## config.mk

```make
export PLATFORM = sky130hd
export DESIGN_NAME = multiplier_flat
export DESIGN_NICKNAME = d
export VERILOG_FILES = /design/src/rtl/mult_pkg.sv /design/src/rtl/multiplier_if.sv /design/src/rtl/mult_abs.sv /design/src/rtl/multiplier.sv /design/src/flat_wrapper.sv
export SDC_FILE = /design/constraint.sdc
export NUM_CORES = 2
export LEC_CHECK = 0
export BUFFER_PORTS_ARGS = -buffer_cell sky130_fd_sc_hd__buf_2
export CORE_MARGIN = 5
export CORE_UTILIZATION = 50
export CTS_BUF_LIST = sky130_fd_sc_hd__clkbuf_4 sky130_fd_sc_hd__clkbuf_8
export CTS_CLUSTER_DIAMETER = 150
export DETAILED_ROUTE_END_ITERATION = 8
export HOLD_SLACK_MARGIN = 0.15
export PLACE_DENSITY_LB_ADDON = 0.3
export SKIP_LAST_GASP = 1
export SLEW_MARGIN = 20
export SYNTH_ARGS = -nofsm -noshare
export SYNTH_HDL_FRONTEND = slang
export SYNTH_SLANG_ARGS = --single-unit
```

## constraint.sdc

```tcl
create_clock -name clk -period 25.6 [get_ports clk]
set_input_delay 5.12 -clock clk [delete_from_list [all_inputs] [get_ports clk]]
set_output_delay 5.12 -clock clk [all_outputs]
set_load 0.005 [all_outputs]
```

## src/rtl/mult_pkg.sv

```systemverilog
// Shared definitions for the sequential shift-add multiplier: FSM encoding,
// default operand width and the iteration counter width.
package mult_pkg;

   typedef enum logic [1:0] {
      IDLE = 2'd0,
      RUN  = 2'd1,
      FIX  = 2'd2,
      DONE = 2'd3
   } state_t;

   localparam int MULT_WIDTH = 64;

   // One extra bit so the counter can reach WIDTH itself.
   function automatic int cnt_width(input int w);
      return $clog2(w) + 1;
   endfunction

   localparam int MULT_CNT_W = cnt_width(MULT_WIDTH);

endpackage

```

## src/rtl/multiplier_if.sv

```systemverilog
// Request/result bundle for the multiplier: start/operands in, HI/LO and
// busy/ready status out.
interface multiplier_if #(parameter int WIDTH = 64);
   logic             start;
   logic             is_signed;
   logic [WIDTH-1:0] a;
   logic [WIDTH-1:0] b;
   logic [WIDTH-1:0] hi;
   logic [WIDTH-1:0] lo;
   logic             busy;
   logic             ready;

   modport master (output start, is_signed, a, b, input hi, lo, busy, ready);
   modport slave  (input start, is_signed, a, b, output hi, lo, busy, ready);
endinterface

```

## src/rtl/mult_abs.sv

```systemverilog
// Combinational conditional two's-complement negate; used both for operand
// magnitudes and for the final product sign fix.
module mult_abs #(
   parameter int W = 64
) (
   input  logic         neg,
   input  logic [W-1:0] x,
   output logic [W-1:0] y
);
   assign y = neg ? (~x + {{(W-1){1'b0}}, 1'b1}) : x;
endmodule

```

## src/rtl/multiplier.sv

```systemverilog
// Sequential 64-bit DMULT/DMULTU multiplier: one multiplier bit per cycle,
// magnitude shift-add then sign fix. Option: MULT_EARLY_TERM_EN stops RUN once
// the remaining multiplier bits are all zero.
module multiplier
   import mult_pkg::*;
#(
   parameter int WIDTH = MULT_WIDTH
) (
   input  logic          clk,
   input  logic          rst,
   multiplier_if.slave   bus
);
   localparam int CNT_W = cnt_width(WIDTH);

   state_t               state_q, state_d;
   logic [2*WIDTH-1:0]   mcand_q, mcand_d;
   logic [2*WIDTH-1:0]   acc_q, acc_d;
   logic [WIDTH-1:0]     mplier_q, mplier_d;
   logic [WIDTH-1:0]     hi_q, hi_d;
   logic [WIDTH-1:0]     lo_q, lo_d;
   logic [CNT_W-1:0]     cnt_q, cnt_d;
   logic                 neg_q, neg_d;
   logic                 ready_q, ready_d;

   logic [WIDTH-1:0]     a_mag, b_mag;
   logic [2*WIDTH-1:0]   prod;
   logic                 last_iter;

   mult_abs #(.W(WIDTH)) u_abs_a (
      .neg (bus.is_signed & bus.a[WIDTH-1]),
      .x   (bus.a),
      .y   (a_mag)
   );

   mult_abs #(.W(WIDTH)) u_abs_b (
      .neg (bus.is_signed & bus.b[WIDTH-1]),
      .x   (bus.b),
      .y   (b_mag)
   );

   mult_abs #(.W(2*WIDTH)) u_abs_p (
      .neg (neg_q),
      .x   (acc_q),
      .y   (prod)
   );

`ifdef MULT_EARLY_TERM_EN
   // Leave after the iteration that shifts out the last set multiplier bit.
   assign last_iter = (cnt_q == CNT_W'(WIDTH-1)) || (mplier_q[WIDTH-1:1] == '0);
`else
   assign last_iter = (cnt_q == CNT_W'(WIDTH-1));
`endif

   always_comb begin
      state_d  = state_q;
      mcand_d  = mcand_q;
      acc_d    = acc_q;
      mplier_d = mplier_q;
      hi_d     = hi_q;
      lo_d     = lo_q;
      cnt_d    = cnt_q;
      neg_d    = neg_q;
      ready_d  = ready_q;
      case (state_q)
         IDLE, DONE: begin
            if (bus.start) begin
               mcand_d  = {{WIDTH{1'b0}}, a_mag};
               mplier_d = b_mag;
               acc_d    = '0;
               cnt_d    = '0;
               neg_d    = bus.is_signed & (bus.a[WIDTH-1] ^ bus.b[WIDTH-1]);
               ready_d  = 1'b0;
               state_d  = RUN;
            end
         end
         RUN: begin
            if (mplier_q[0]) acc_d = acc_q + mcand_q;
            mcand_d  = mcand_q << 1;
            mplier_d = mplier_q >> 1;
            cnt_d    = cnt_q + CNT_W'(1);
            if (last_iter) state_d = FIX;
         end
         FIX: begin
            {hi_d, lo_d} = prod;
            ready_d      = 1'b1;
            state_d      = DONE;
         end
         default: state_d = IDLE;
      endcase
   end

   always_ff @(posedge clk or posedge rst) begin
      if (rst) begin
         state_q  <= IDLE;
         mcand_q  <= '0;
         acc_q    <= '0;
         mplier_q <= '0;
         hi_q     <= '0;
         lo_q     <= '0;
         cnt_q    <= '0;
         neg_q    <= 1'b0;
         ready_q  <= 1'b0;
      end else begin
         state_q  <= state_d;
         mcand_q  <= mcand_d;
         acc_q    <= acc_d;
         mplier_q <= mplier_d;
         hi_q     <= hi_d;
         lo_q     <= lo_d;
         cnt_q    <= cnt_d;
         neg_q    <= neg_d;
         ready_q  <= ready_d;
      end
   end

   assign bus.hi    = hi_q;
   assign bus.lo    = lo_q;
   assign bus.ready = ready_q;
   assign bus.busy  = (state_q == RUN) || (state_q == FIX);

endmodule
```

## src/flat_wrapper.sv

```systemverilog
// flat-port wrapper written by rule: the top's interface ports become plain ports
module multiplier_flat import mult_pkg::*;
#(
   parameter int WIDTH = MULT_WIDTH
)
  (clk, rst, bus_start, bus_is_signed, bus_a, bus_b, bus_hi, bus_lo, bus_busy, bus_ready);
  multiplier_if #(.WIDTH(WIDTH)) bus_i ();
  input  logic clk;
  input  logic rst;
  input wire logic [$bits(bus_i.start)-1:0] bus_start;
  input wire logic [$bits(bus_i.is_signed)-1:0] bus_is_signed;
  input wire logic [$bits(bus_i.a)-1:0] bus_a;
  input wire logic [$bits(bus_i.b)-1:0] bus_b;
  output wire logic [$bits(bus_i.hi)-1:0] bus_hi;
  output wire logic [$bits(bus_i.lo)-1:0] bus_lo;
  output wire logic [$bits(bus_i.busy)-1:0] bus_busy;
  output wire logic [$bits(bus_i.ready)-1:0] bus_ready;
  assign bus_i.start = bus_start;
  assign bus_i.is_signed = bus_is_signed;
  assign bus_i.a = bus_a;
  assign bus_i.b = bus_b;
  assign bus_hi = bus_i.hi;
  assign bus_lo = bus_i.lo;
  assign bus_busy = bus_i.busy;
  assign bus_ready = bus_i.ready;
  multiplier #(.WIDTH(WIDTH)) u_core (.clk(clk), .rst(rst), .bus(bus_i));
endmodule
```

# [Yosys cells after proc, flatten, opt, wreduce, memory -nomap -nowiden]
# Cells that the tools add are included.
[totals] ff_bits=459 in_bits=132 output_inout_bits=130
[classes] addsub=5 n_eq_ne=7 muxes=17 bitwise=7 n_reduce_logical=10
[ops] cell="$mux 128" n=4
[ops] cell="$pmux 128 s2" n=2
[ops] cell="$mux 64" n=3
[ops] cell="$add 128x1->128 const B" n=1
[ops] cell="$add 128x128->128" n=1
[ops] cell="$add 64x1->64 const B" n=2
[ops] cell="$not 128->128" n=1
[ops] cell="$not 64->64" n=2
[ops] cell="$pmux 64 s2" n=1
[ops] cell="$pmux 7 s2" n=1
[ops] cell="$reduce_and 2->1" n=4
[ops] cell="$add 7x1->7 const B" n=1
[ops] cell="$eq 7x6->1 const B" n=1
[ops] cell="$mux 7" n=1
[ops] cell="$pmux 2 s3" n=1
[ops] cell="$eq 2x2->1 const B" n=2
[ops] cell="$mux 2" n=2
[ops] cell="$ne 2x1->1 const B" n=2
[ops] cell="$reduce_bool 2->1" n=2
[ops] cell="$and 1x1->1" n=3
[ops] cell="$reduce_and 3->1" n=1
[ops] cell="$eq 2x1->1 const B" n=1
[ops] cell="$logic_not 2->1" n=1
[ops] cell="$ne 2x2->1 const B" n=1
[ops] cell="5 further kinds" n=5

# [Logic depth before layout (Yosys ltp)]
[logic_depth] word_depth=5 mapped_depth=15 depth_no_buf=15

# [Cells and area by module]
# From an unflattened synthesis, not the netlist that was laid out.
[hier_totals] hier_cells=3658 area_unflattened_um2=32620.0
[modules_own_cells] mod="multiplier" instances=1 cells_per_inst=2726 area_per_inst_um2=26016.2 seq_area_each_um2=11486.0
[modules_own_cells] mod="mult_abs (u_core.u_abs_p)" instances=1 cells_per_inst=520 area_per_inst_um2=3305.7 seq_area_each_um2=0.0
[modules_own_cells] mod="mult_abs (u_core.u_abs_a ...)" instances=2 cells_per_inst=206 area_per_inst_um2=1649.1 seq_area_each_um2=0.0

# [Least setup slack after synthesis]
# Ideal clock, no wire load.
[synth_path] kind="input -> register" start="input bus_b[12]" end="register u_core.mplier_q[57]" t_arrival_ns=8.017 t_required_ns=25.471 path_slack_ns=17.454 cell_stages=12 path_buffers=0 path_cell_list="or4_4 > or4_4 > or4_4 > or3_4 > nor2b_4 > and2_4 > nor3b_4 > a21oi_2 > xnor2_1 > nor2_1 > a21oi_1 > o21ai_1"
[synth_between] elab_chain_cells=5
[synth_rtl] item="start: declaration" line_no="flat_wrapper.sv:13" rtl="input wire logic [$bits(bus_i.b)-1:0] bus_b;"
[synth_rtl] item="$not 64->64" line_no="mult_abs.sv:10" rtl="assign y = neg ? (~x + {{(W-1){1'b0}}, 1'b1}) : x;"
[synth_rtl] item="$add 64x1->64" line_no="mult_abs.sv:10"
[synth_rtl] item="$mux 64" line_no="mult_abs.sv:10"
[synth_rtl] item="$mux 64" line_no="multiplier.sv:66" rtl="if (bus.start) begin"
[synth_rtl] item="$pmux 64 s2" line_no="multiplier.sv:64" rtl="case (state_q)"
[synth_rtl] item="end signal: assignment" line_no="multiplier.sv:107" rtl="mplier_q <= mplier_d;"
[synth_rtl] item="end: declaration" line_no="multiplier.sv:18" rtl="logic [WIDTH-1:0] mplier_q, mplier_d;"
# Every way passes these cells. The select of a mux whose other input is x is not followed.
# A chain may end at the register's enable or synchronous reset.

# [Worst setup path after layout]
[layout_path] start="input bus_a[5]" end="register u_core.mcand_q[55]"
[layout_between] elab_chain_cells=5
[layout_rtl] item="start: declaration" line_no="flat_wrapper.sv:12" rtl="input wire logic [$bits(bus_i.a)-1:0] bus_a;"
[layout_rtl] item="$not 64->64" line_no="mult_abs.sv:10"
[layout_rtl] item="$add 64x1->64" line_no="mult_abs.sv:10"
[layout_rtl] item="$mux 64" line_no="mult_abs.sv:10"
[layout_rtl] item="$mux 128" line_no="multiplier.sv:66"
[layout_rtl] item="$pmux 128 s2" line_no="multiplier.sv:64"
[layout_rtl] item="end signal: assignment" line_no="multiplier.sv:105" rtl="mcand_q <= mcand_d;"
[layout_rtl] item="end: declaration" line_no="multiplier.sv:16" rtl="logic [2*WIDTH-1:0] mcand_q, mcand_d;"
# Every way passes these cells. The select of a mux whose other input is x is not followed.

==> results list <==
* Max-slew headroom: between 20% and 30%
- For the worst-skew pair, the clock arrives at the later sink with an insertion delay of 0.67 ns.
* Distinct cell type count of the synthesized netlist: 84
- Input and output buffers added on the ports amount to approximately 260.
- Summing the areas of all compound-gate instances in the mapped netlist gives 25.3% of the synthesized area.
* Filler Cells Inserted: 5792
- Setup violations remaining at the end of the flow were counted as 0.
- The longest clock path from root to sink contains 3 buffers.
* Cell area after synthesis: roughly 0.031 mm²
* Mux cell area share after synthesis: less than 1%
- Number of top-level pins: around 260
- Post-synthesis async set-or-reset flop share: 100%
- The tool flagged a number of max-cap violations equal to 0.
- Setup slack at placement: around 17 ns
- The flow ran to the end, and the final reports show no timing, DRC or antenna violations.
- Adder-cell share of the synthesized area: under 10%
- In this run the critical register-to-register path is captured at u_core.acc_q[124].
- Derived from the worst setup path, the maximum achievable clock frequency is 0.122 GHz.
- Of the post-synthesis cell area, the dominant cell type holds between 30% and 40%.
- Dominant cell type by area after synthesis: dfrtp_1
* Min-Delay Endpoint: u_core.mplier_q[11]
- For this design the ratio of total power to cell area is between 100 and 150 mW/mm².
- Placeable Area: approximately 0.061 mm²
- Nets in the synthesized netlist: between 4000 and 5000
- At the pin with the least slew margin, the transition time is about 1.1 ns.
- Number of enable-type register cells in the synthesized netlist: 0
- The total count of max-transition violations in the final report came to 0.
* Utilization after layout: 56.1%
- Number of placement rows: 91
- After routing the design area is around 0.034 mm².
- Routability-driven placement congestion ratio: roughly 0.94
- Total number of vias: 28461
* Worst Path Required: 26.11 ns
* Share of the clock period used by the worst path: roughly a third
- The post-route netlist has between 10% and 20% of its cells at a drive strength greater than 1.
- Mean instance size in the synthesized netlist: about 8 µm²
- Most used standard cells in the synthesized netlist: a21oi_1, dfrtp_1, nand2_1
- The worst setup path is launched from an input pin.
- After layout, the design draws a total of roughly 3.8 mW.
* Area added between synthesis and finish: 11.5%
* HPWL after DPL: around 67000 µm
- Maximum fanout along the worst path: 6
* Synth Instances: 3782
* Total Nets Final: 4200
- DIE WIDTH: around 260 µm
- Entering global routing, the biggest net connects approximately 100 pins.
* Leading cell types by total area after synthesis: dfrtp_1, a21oi_1, xor2_1
- The worst hold path was traced through 2 stages.
- The min-delay analysis places its worst path in the category reg2reg.
- a21oi_1 is the most common cell in the netlist.
- Dividing the detail-routed via count by the number of cells gives a little under 6.
* R2R Path Start: u_core.acc_q[0]
- Crit path arrival time: between 8 and 9 ns
- RSZ-0062 raised after global routing: no
* Setup Total Neg Slack: 0 ns
- Clock transition at path regs: ~0.060 ns
- In this run, post-CTS repair resized a total of 0 instances.
- The floorplan step defined a die boundary enclosing approximately 0.067 mm².
* Detail Route Antenna Nets: 0
- Post-CTS setup repair buffer count: 0
- Final Hold Vio Count: 0
- TritonCTS clock tree: built
* Number of antenna violations at the first check in global routing: 9
- Final routed DRC violation total: 0
* Hold path startpoint: u_core.mplier_q[11]
* Global router's overall resource usage: a little over a quarter
* Root buffer selected by CTS: clkbuf_8
- Placement Cell Area: between 0.03 and 0.04 mm²
- Dividing the detail-routed wire length by the instance count gives about 19 µm.
* FF-to-FF path depth: 15
- For this design the static power due to leakage is roughly 15 nW.
- The floorplan step set the die height to between 200 and 300 µm.
* H-tree lvl count: 3
* Vias in the first global route: ~27000
- The total overflow left after global routing is 0.
- Count of synthesis-stage warnings from yosys: 0
* Number of violations reported at the end of detailed-routing iteration 0: between 2000 and 3000
* Simple-gate share of the synthesized area: about 18%
- Post-synthesis xor/xnor area fraction: between 10% and 20%
* Routed WL: roughly 90000 µm
* Worst Setup Slack, final: about 17 ns
- Minimum clock period: 8.20 ns
- The worst-case IR drop observed on VDD is between 100 and 150 µV.
* CTS Buf Count: between 80 and 90
- Worst setup path class: in2reg
* Dominant combinational cell family by area after synthesis: compound AO/OA/AOI/OAI gates
- CTS saw about 460 sinks.
* FF+latch count, synth: around 460
- In the synthesized netlist the dominant register cell turns out to be dfrtp_1.
* Starting density of the core: 50.3%
- Hold repair after CTS inserted 0 buffers.
- Worst Clk Skew: approximately 0.026 ns
- The first global-routing pass estimated ~150000 µm of wire.
- Worst Setup End Kind: flip-flop
* Worst reg-to-reg setup slack: 20.73 ns
- The first TritonRoute pass finished after 6 iterations.
* Share of the yosys chip area belonging to registers: a little under two fifths
report_power, final:
part	leakage, nW	internal (mW)	switching, mW
sequential	5.88	0.985	0.239
combinational	8.39	0.637	1.17
clock	0.948	0.443	0.314
total	15.2	2.06	1.72
per-stage QoR:
step,cells,hold WS [ns]
detailed placement,4636,0.471
floorplan,3782,0.450
finish,4785,0.477
global route,4785,0.498
global placement,4636,0.461
CTS,4778,0.482
sequential cells by signal, indices dropped and copies added (netlist names):
name,count
u_core.acc_q,128
u_core.bus.hi,64
u_core.bus.lo,64
u_core.bus.ready,1
u_core.cnt_q,7
u_core.mcand_q,128
u_core.mplier_q,64
u_core.neg_q,1
u_core.state_q,2
how the worst max path moves through the flow:
stage,from,endpoint,slack (ns),cells past startpoint
floorplan,rst,u_core.acc_q[0],7.68,1
global placement,bus_a[5],u_core.mcand_q[55],16.90,13
detailed placement,bus_a[5],u_core.mcand_q[55],16.77,13
CTS,bus_a[5],u_core.mcand_q[55],17.50,13
global route,bus_a[5],u_core.mcand_q[59],17.05,13
finish,bus_a[5],u_core.mcand_q[55],17.40,13
per-layer routing:
metal	global-route usage [%]	up-vias	wire length (µm)
li1	-	13870	-
met1	37.5	13545	41300
met2	41.5	893	40500
met3	4.84	147	6440
met4	7.64	6	2350
met5	0	-	41
cells by family after synthesis:
family | count (synthesis)
DFF | 459
AOI/OAI and AO/OA | 1320
xor gates and xnor gates | 356
buffers and inverters | 283
adders and majority gates | 135
and+or+nand+nor | 1221
muxes | 8
layout make-up:
class                      instances  area (µm²)  area share (%)
antenna                            6        15.0          0.0435
clock buffer                     123        1540            4.46
clock inverter                    19         254           0.736
inverter                          62         240           0.697
multi-input combinational       3040       18400            53.5
sequential                       459       11500            33.3
tap                              790         988            2.87
timing repair buffer             286        1510            4.39
critical path, cell delays in order:
cell and delay, ns:
buf_2 0.12, or4_1 0.59, nor3_1 0.46, nand4_1 0.41, nand2b_1 0.41, nor3_2 0.32, nand3_1 0.15, or2_1 0.28
nor4_2 0.33, nor2_1 0.11, xor2_1 0.19, mux2i_1 0.13, o21ai_0 0.10
cells in the final DEF, fill, tap and decap left out, types with 13 or more instances in the layout:
master / count
a21oi_1: 487
o21a_1: 20
o21bai_1: 36
xor2_1: 255
dfrtp_1: 458
o21ai_0: 423
nor2_1: 378
nand2_1: 452
nand4_1: 74
nor2b_1: 14
or3_1: 47
o21ai_1: 13
clkbuf_4: 25
nand3_1: 43
nor3_1: 57
nand2b_1: 29
inv_1: 61
ha_1: 132
buf_4: 24
o31ai_1: 59
a22o_1: 71
buf_2: 261
clkbuf_8: 98
nor4_1: 26
o41ai_1: 37
or4_1: 22
a31oi_1: 23
a21o_1: 59
xnor2_1: 101
Power figures use the tool's default switching activity.
